File: src/rtl/divider_pkg.sv
// Definitions shared by the divider and its inverse, remainder_multiply.
// Holds the operand width, the counter width and the handshake state encoding.
package divider_pkg;

    localparam int W     = 5;
    localparam int CW    = $clog2(W);
    localparam int ACC_W = 2 * W + 1;

    typedef enum logic [1:0] {
        IDLE = 2'd0,
        RUN  = 2'd1,
        DONE = 2'd2
    } state_t;

endpackage

File: src/rtl/remainder_multiply_if.sv
// start/ok/err handshake and operand bus for remainder_multiply.
// The requester uses master; the block uses slave.
interface remainder_multiply_if;
    import divider_pkg::*;

    logic         start;
    logic [W-1:0] Q;
    logic [W-1:0] B;
    logic [W-1:0] R;
    logic [W-1:0] A;
    logic         ok;
    logic         err;

    modport master (output start, Q, B, R, input  A, ok, err);
    modport slave  (input  start, Q, B, R, output A, ok, err);

endinterface

File: src/rtl/remainder_multiply.sv
// Rebuilds the dividend A = Q*B + R with a shift-add loop, one partial product per cycle.
// Uses the divider's four-phase start/ok/err handshake.
module remainder_multiply
    import divider_pkg::*;
(
    input  logic          clk,
    input  logic          reset,
    remainder_multiply_if.slave bus
);

    localparam logic [CW-1:0] LAST = CW'(W - 1);

    state_t             state;
    logic [W-1:0]       qreg;
    logic [W-1:0]       breg;
    logic [ACC_W-1:0]   acc;
    logic [CW-1:0]      count;
    logic [ACC_W-1:0]   addend;
    logic [ACC_W-1:0]   acc_next;

    // NOTE: every signal written in always_comb gets a default first, so no latch is inferred.
    always_comb begin
        addend   = '0;
        acc_next = acc;
        addend   = ACC_W'(breg) << count;
        if (qreg[count]) acc_next = acc + addend;
    end

    // NOTE: registered state uses non-blocking assignments only, so every read sees pre-edge values.
    always_ff @(posedge clk or negedge reset) begin
        if (!reset) begin
            state   <= IDLE;
            qreg    <= '0;
            breg    <= '0;
            acc     <= '0;
            count   <= '0;
            bus.A   <= '0;
            bus.ok  <= 1'b0;
            bus.err <= 1'b0;
        end else begin
            case (state)
                IDLE: begin
                    bus.ok  <= 1'b0;
                    bus.err <= 1'b0;
                    if (bus.start) begin
                        qreg <= bus.Q;
                        breg <= bus.B;
                        // A remainder must be strictly below a nonzero divisor.
                        if (bus.B == '0 || bus.R >= bus.B) begin
                            state   <= DONE;
                            bus.err <= 1'b1;
                            bus.A   <= '0;
                        end else begin
                            acc   <= ACC_W'(bus.R);
                            count <= '0;
                            state <= RUN;
                        end
                    end
                end
                RUN: begin
                    acc   <= acc_next;
                    count <= count + 1'b1;
                    if (count == LAST) begin
                        state <= DONE;
                        // Any bit above W means the dividend cannot be represented.
                        if (|acc_next[ACC_W-1:W]) begin
                            bus.err <= 1'b1;
                            bus.A   <= '0;
                        end else begin
                            bus.ok <= 1'b1;
                            bus.A  <= acc_next[W-1:0];
                        end
                    end
                end
                DONE: begin
                    if (!bus.start) begin
                        state   <= IDLE;
                        bus.ok  <= 1'b0;
                        bus.err <= 1'b0;
                        bus.A   <= '0;
                    end
                end
                default: state <= IDLE;
            endcase
        end
    end

endmodule

File: src/flat_wrapper.sv
// flat-port wrapper written by rule: the top's interface ports become plain ports
module remainder_multiply_flat import divider_pkg::*;
  (clk, reset, bus_start, bus_Q, bus_B, bus_R, bus_A, bus_ok, bus_err);
  remainder_multiply_if bus_i ();
  input  logic clk;
  input  logic reset;
  input wire logic [$bits(bus_i.start)-1:0] bus_start;
  input wire logic [$bits(bus_i.Q)-1:0] bus_Q;
  input wire logic [$bits(bus_i.B)-1:0] bus_B;
  input wire logic [$bits(bus_i.R)-1:0] bus_R;
  output wire logic [$bits(bus_i.A)-1:0] bus_A;
  output wire logic [$bits(bus_i.ok)-1:0] bus_ok;
  output wire logic [$bits(bus_i.err)-1:0] bus_err;
  assign bus_i.start = bus_start;
  assign bus_i.Q = bus_Q;
  assign bus_i.B = bus_B;
  assign bus_i.R = bus_R;
  assign bus_A = bus_i.A;
  assign bus_ok = bus_i.ok;
  assign bus_err = bus_i.err;
  remainder_multiply u_core (.clk(clk), .reset(reset), .bus(bus_i));
endmodule
File: config.mk
export PLATFORM = sky130hd
export DESIGN_NAME = remainder_multiply_flat
export DESIGN_NICKNAME = d
export VERILOG_FILES = /design/src/rtl/divider_pkg.sv /design/src/rtl/remainder_multiply_if.sv /design/src/rtl/remainder_multiply.sv /design/src/flat_wrapper.sv
export SDC_FILE = /design/constraint.sdc
export NUM_CORES = 1
export LEC_CHECK = 0
export BUFFER_PORTS_ARGS = -buffer_cell sky130_fd_sc_hd__buf_2
export CAP_MARGIN = 20
export CORE_UTILIZATION = 45
export DETAILED_ROUTE_END_ITERATION = 12
export MAX_ROUTING_LAYER = met4
export PLACE_DENSITY = 0.72
export SETUP_SLACK_MARGIN = 0.15
export SYNTH_ARGS = -nofsm -noshare
export SYNTH_HDL_FRONTEND = slang
export SYNTH_SLANG_ARGS = --single-unit
File: constraint.sdc
create_clock -name clk -period 3.8 [get_ports clk]
set_input_delay 0.76 -clock clk [delete_from_list [all_inputs] [get_ports clk]]
set_output_delay 0.76 -clock clk [all_outputs]
set_load 0.05 [all_outputs]
==> run_results.csv <==
group,metric,value,unit
setup_path,worstSetupEndpointType,"flip-flop",
clock_tree,cts-buffers-inserted,5,
route,drt_first_pass_iters,4,
clock_tree,cts.reportedPaths.clkPinSlew,0.07,ns
floorplan,initial_core_util,47.6,%
logic_synthesis,asyncSetResetFlopFracSynth,100,%
global_routing,grt_max_degree,34,
timing,grt_setup_unrepaired,"no",
floorplan,die_area,0.00581,mm^2
route,drt-wirelength-per-cell,14.8,um
global_routing,grt.overflow.total,0,
timing,setup_violations,0,
timing,finClkSkew,0.00592,ns
route,drc,0,
route,num_vias,2163,
placement,number_of_buffers_inserted_by_port_buffering,24,
logic_synthesis,ys_top_cells_by_count,"38 x sky130_fd_sc_hd__nand2_1, 33 x sky130_fd_sc_hd__dfrtp_1, 21 x sky130_fd_sc_hd__inv_1, 20 x sky130_fd_sc_hd__ha_1, 18 x sky130_fd_sc_hd__o21ai_0",
timing,worst_pin_slew,0.855,ns
logic_synthesis,seq_area_frac_synth,33.3,%
setup_path,worst-path-max-fanout,6,
logic_synthesis,synth_fp_nets,321,
setup_path,worst-setup-path-type,"reg2reg",
power_and_ir_drop,p_leak,1.35,nW
logic_synthesis,post_synth_instance_area,0.00248,mm^2
final_layout,fin_nets,349,
logic_synthesis,synth_edf_count,0,
clock_tree,clockBufferDepth,2,
route,route.antenna.remaining_nets,0,
setup_path,crit_required,3.98,ns
outcome,run_status,"finished clean",
final_layout,diodes,0,
route,dr.first_iter.drc_count,120,
setup_path,cp-start-kind,"flip-flop",
logic_synthesis,synthTopCellsByArea,"sky130_fd_sc_hd__dfrtp_1 33%, sky130_fd_sc_hd__ha_1 10%, sky130_fd_sc_hd__nand2_1 5.8%, sky130_fd_sc_hd__o21ai_0 3.6%, sky130_fd_sc_hd__inv_1 3.2%",
placement,hpwlAfterDp,4260,um
hold_path,hold_path.class,"reg2reg",
power_and_ir_drop,pwr_density_cell,947,mW/mm^2
clock_tree,clock_insertion_delay_worst_skew,0.29,ns
timing,max_clock_freq,0.289,GHz
final_layout,syn_to_final_growth,15.6,%
global_routing,grt_antenna_before_repair,0,
clock_tree,htree_levels,2,
logic_synthesis,syn-mean-instance-area,8.79,um^2
route,detail_route.wirelength,5640,um
floorplan,design.core.area,0.00520,mm^2
floorplan,io_pins,25,
placement,gpl.final_weighted_congestion,0.934,
logic_synthesis,synth-seq-cells,33,
timing,hold_viol_final,0,
clock_tree,ctsRootBufferMaster,"sky130_fd_sc_hd__clkbuf_8",
clock_tree,tritoncts,"yes",
logic_synthesis,ys_dominant_reg_cell,"sky130_fd_sc_hd__dfrtp_1",
clock_tree,tritoncts_num_sinks,33,
logic_synthesis,yosysTopAreaCell,"sky130_fd_sc_hd__dfrtp_1",
timing,finalSetupTns,0,ns
route,routed_via_count_divided_by_cell_count,5.68,
global_routing,wire_length_of_the_first_global_routing_pass,9600,um
power_and_ir_drop,peakVddDrop,0.506,mV
final_layout,final_cells,381,
logic_synthesis,postSynthCellCount,282,
final_layout,filler_cells_inserted,507,
job,cap_violations,0,
timing,finalCriticalPeriod,3.47,ns
setup_path,critical_path_arrival,3.65,ns
floorplan,rows,26,
floorplan,die_w,76.2,um
floorplan,dieHeight,76.2,um
logic_synthesis,ys_warn_count,0,
timing,max_slew_margin,42.7,%
global_routing,first_global_vias,2028,
timing,final_min_period_over_clock_period,91.2,%
logic_synthesis,ys_types,53,
final_layout,finalCoreUtilization,55.0,%
global_routing,track_usage,21.2,%
logic_synthesis,yosysMostFrequentCell,"sky130_fd_sc_hd__nand2_1",
placement,place_inst,368,
logic_synthesis,synth_top_cell_area_share,33.3,%
timing,maxSlewViolCount,0,
final_layout,final_layout_size_suffix_gt1_share,21.2,%
-- metal layers --
metal  vias to the layer above  GRT usage (%)  routed length, um
li1                       1075              -                  -
met1                      1031           27.9               2680
met2                        50           33.2               2630
met3                         7           3.95                259
met4                         0           6.35                 70
met5                         -              -                  0
-- timing repair --
item,CTS,global route
hold buffers,0,0
setup endpoints to repair,0,7
gates resized for setup,0,7
setup buffers,0,5
-- stage by stage --
stage	power (mW)	worst slack (ns)	instance area [um^2]	hold slack, ns
after floorplan	1.92	0.256	2480	0.464
after global placement	2.29	0.227	2680	0.479
after detailed placement	2.31	0.196	2680	0.484
after CTS	2.67	0.169	2800	0.502
after global routing	2.94	0.169	2860	0.539
final	2.71	0.335	2860	0.508
-- sequential cells by signal, summed over array words and instances, names as in the netlist --
name and count:
u_core.bus.A 5, u_core.count 3, u_core.bus.ok 1, u_core.acc 11, u_core.bus.err 1, u_core.qreg 5
u_core.state 2, u_core.breg 5
-- cells by family (layout without fill, tap and decap cells) --
kind of cell	after synthesis	after routing	share of synthesized area (%)
simple gates	86	86	17.0
flops	33	33	33.3
xor+xnor	8	8	2.83
compound gates	84	84	23.9
buf+inv	35	64	5.40
fa+ha+maj	21	21	10.9
mux	15	15	6.67
-- where the power goes --
part / internal (mW) / switching [mW] / leakage [nW]
Sequential: 0.489 / 0.126 / 0.419
Clock: 0.213 / 0.134 / 0.0574
Combinational: 0.692 / 1.06 / 0.878
-- worst paths after layout --
| path | start | end | slack, ns | cells after the start |
|---|---|---|---|---|
| max in group asynchronous | reset | u_core.count[2] | 2.73 | 1 |
| max reg2reg | u_core.count[1] | u_core.bus.err | 0.33 | 12 |
| min reg2reg | u_core.bus.ok | u_core.bus.ok | 0.51 | 1 |
| max | u_core.count[1] | u_core.bus.err | 0.33 | 12 |
| min in group asynchronous | reset | u_core.bus.A[3] | 0.53 | 1 |
| min | u_core.bus.ok | u_core.bus.ok | 0.51 | 1 |
-- worst max-delay path, cell delays in order (launching register included) --
cell	delay, ns
sky130_fd_sc_hd__dfrtp_2	0.43
sky130_fd_sc_hd__mux2_2	0.36
sky130_fd_sc_hd__o21ai_0	0.24
sky130_fd_sc_hd__o22ai_1	0.12
sky130_fd_sc_hd__ha_1	0.37
sky130_fd_sc_hd__and3_1	0.23
sky130_fd_sc_hd__a22o_1	0.26
sky130_fd_sc_hd__a32oi_1	0.25
sky130_fd_sc_hd__nand4_1	0.15
sky130_fd_sc_hd__o21ai_1	0.20
sky130_fd_sc_hd__nor3_2	0.11
sky130_fd_sc_hd__or4_1	0.51
sky130_fd_sc_hd__o211a_1	0.12
-- cell type report --
type	instances	area, um^2	share of cell area [%]
Clock buffer	6	82.6	2.88
Clock inverter	2	37.5	1.31
Inverter	21	78.8	2.75
Multi-Input combinational cell	214	1540	53.9
Sequential cell	33	830	29.0
Tap cell	70	87.6	3.06
Timing Repair Buffer	35	203	7.08
-- placed cells by master (no fill, tap or decap), drive strengths merged, types with 6 or more instances in the layout --
cell type	n
inv	21
mux2	9
dfrtp	33
a21oi	13
o21ai	24
clkbuf	6
nand3	8
a21o	7
a22o	6
nor2	6
nor3	8
nand2	38
o22ai	6
mux2i	6
nand2b	6
buf	35
ha	20
No activity file was read; power rests on OpenSTA's default activity.
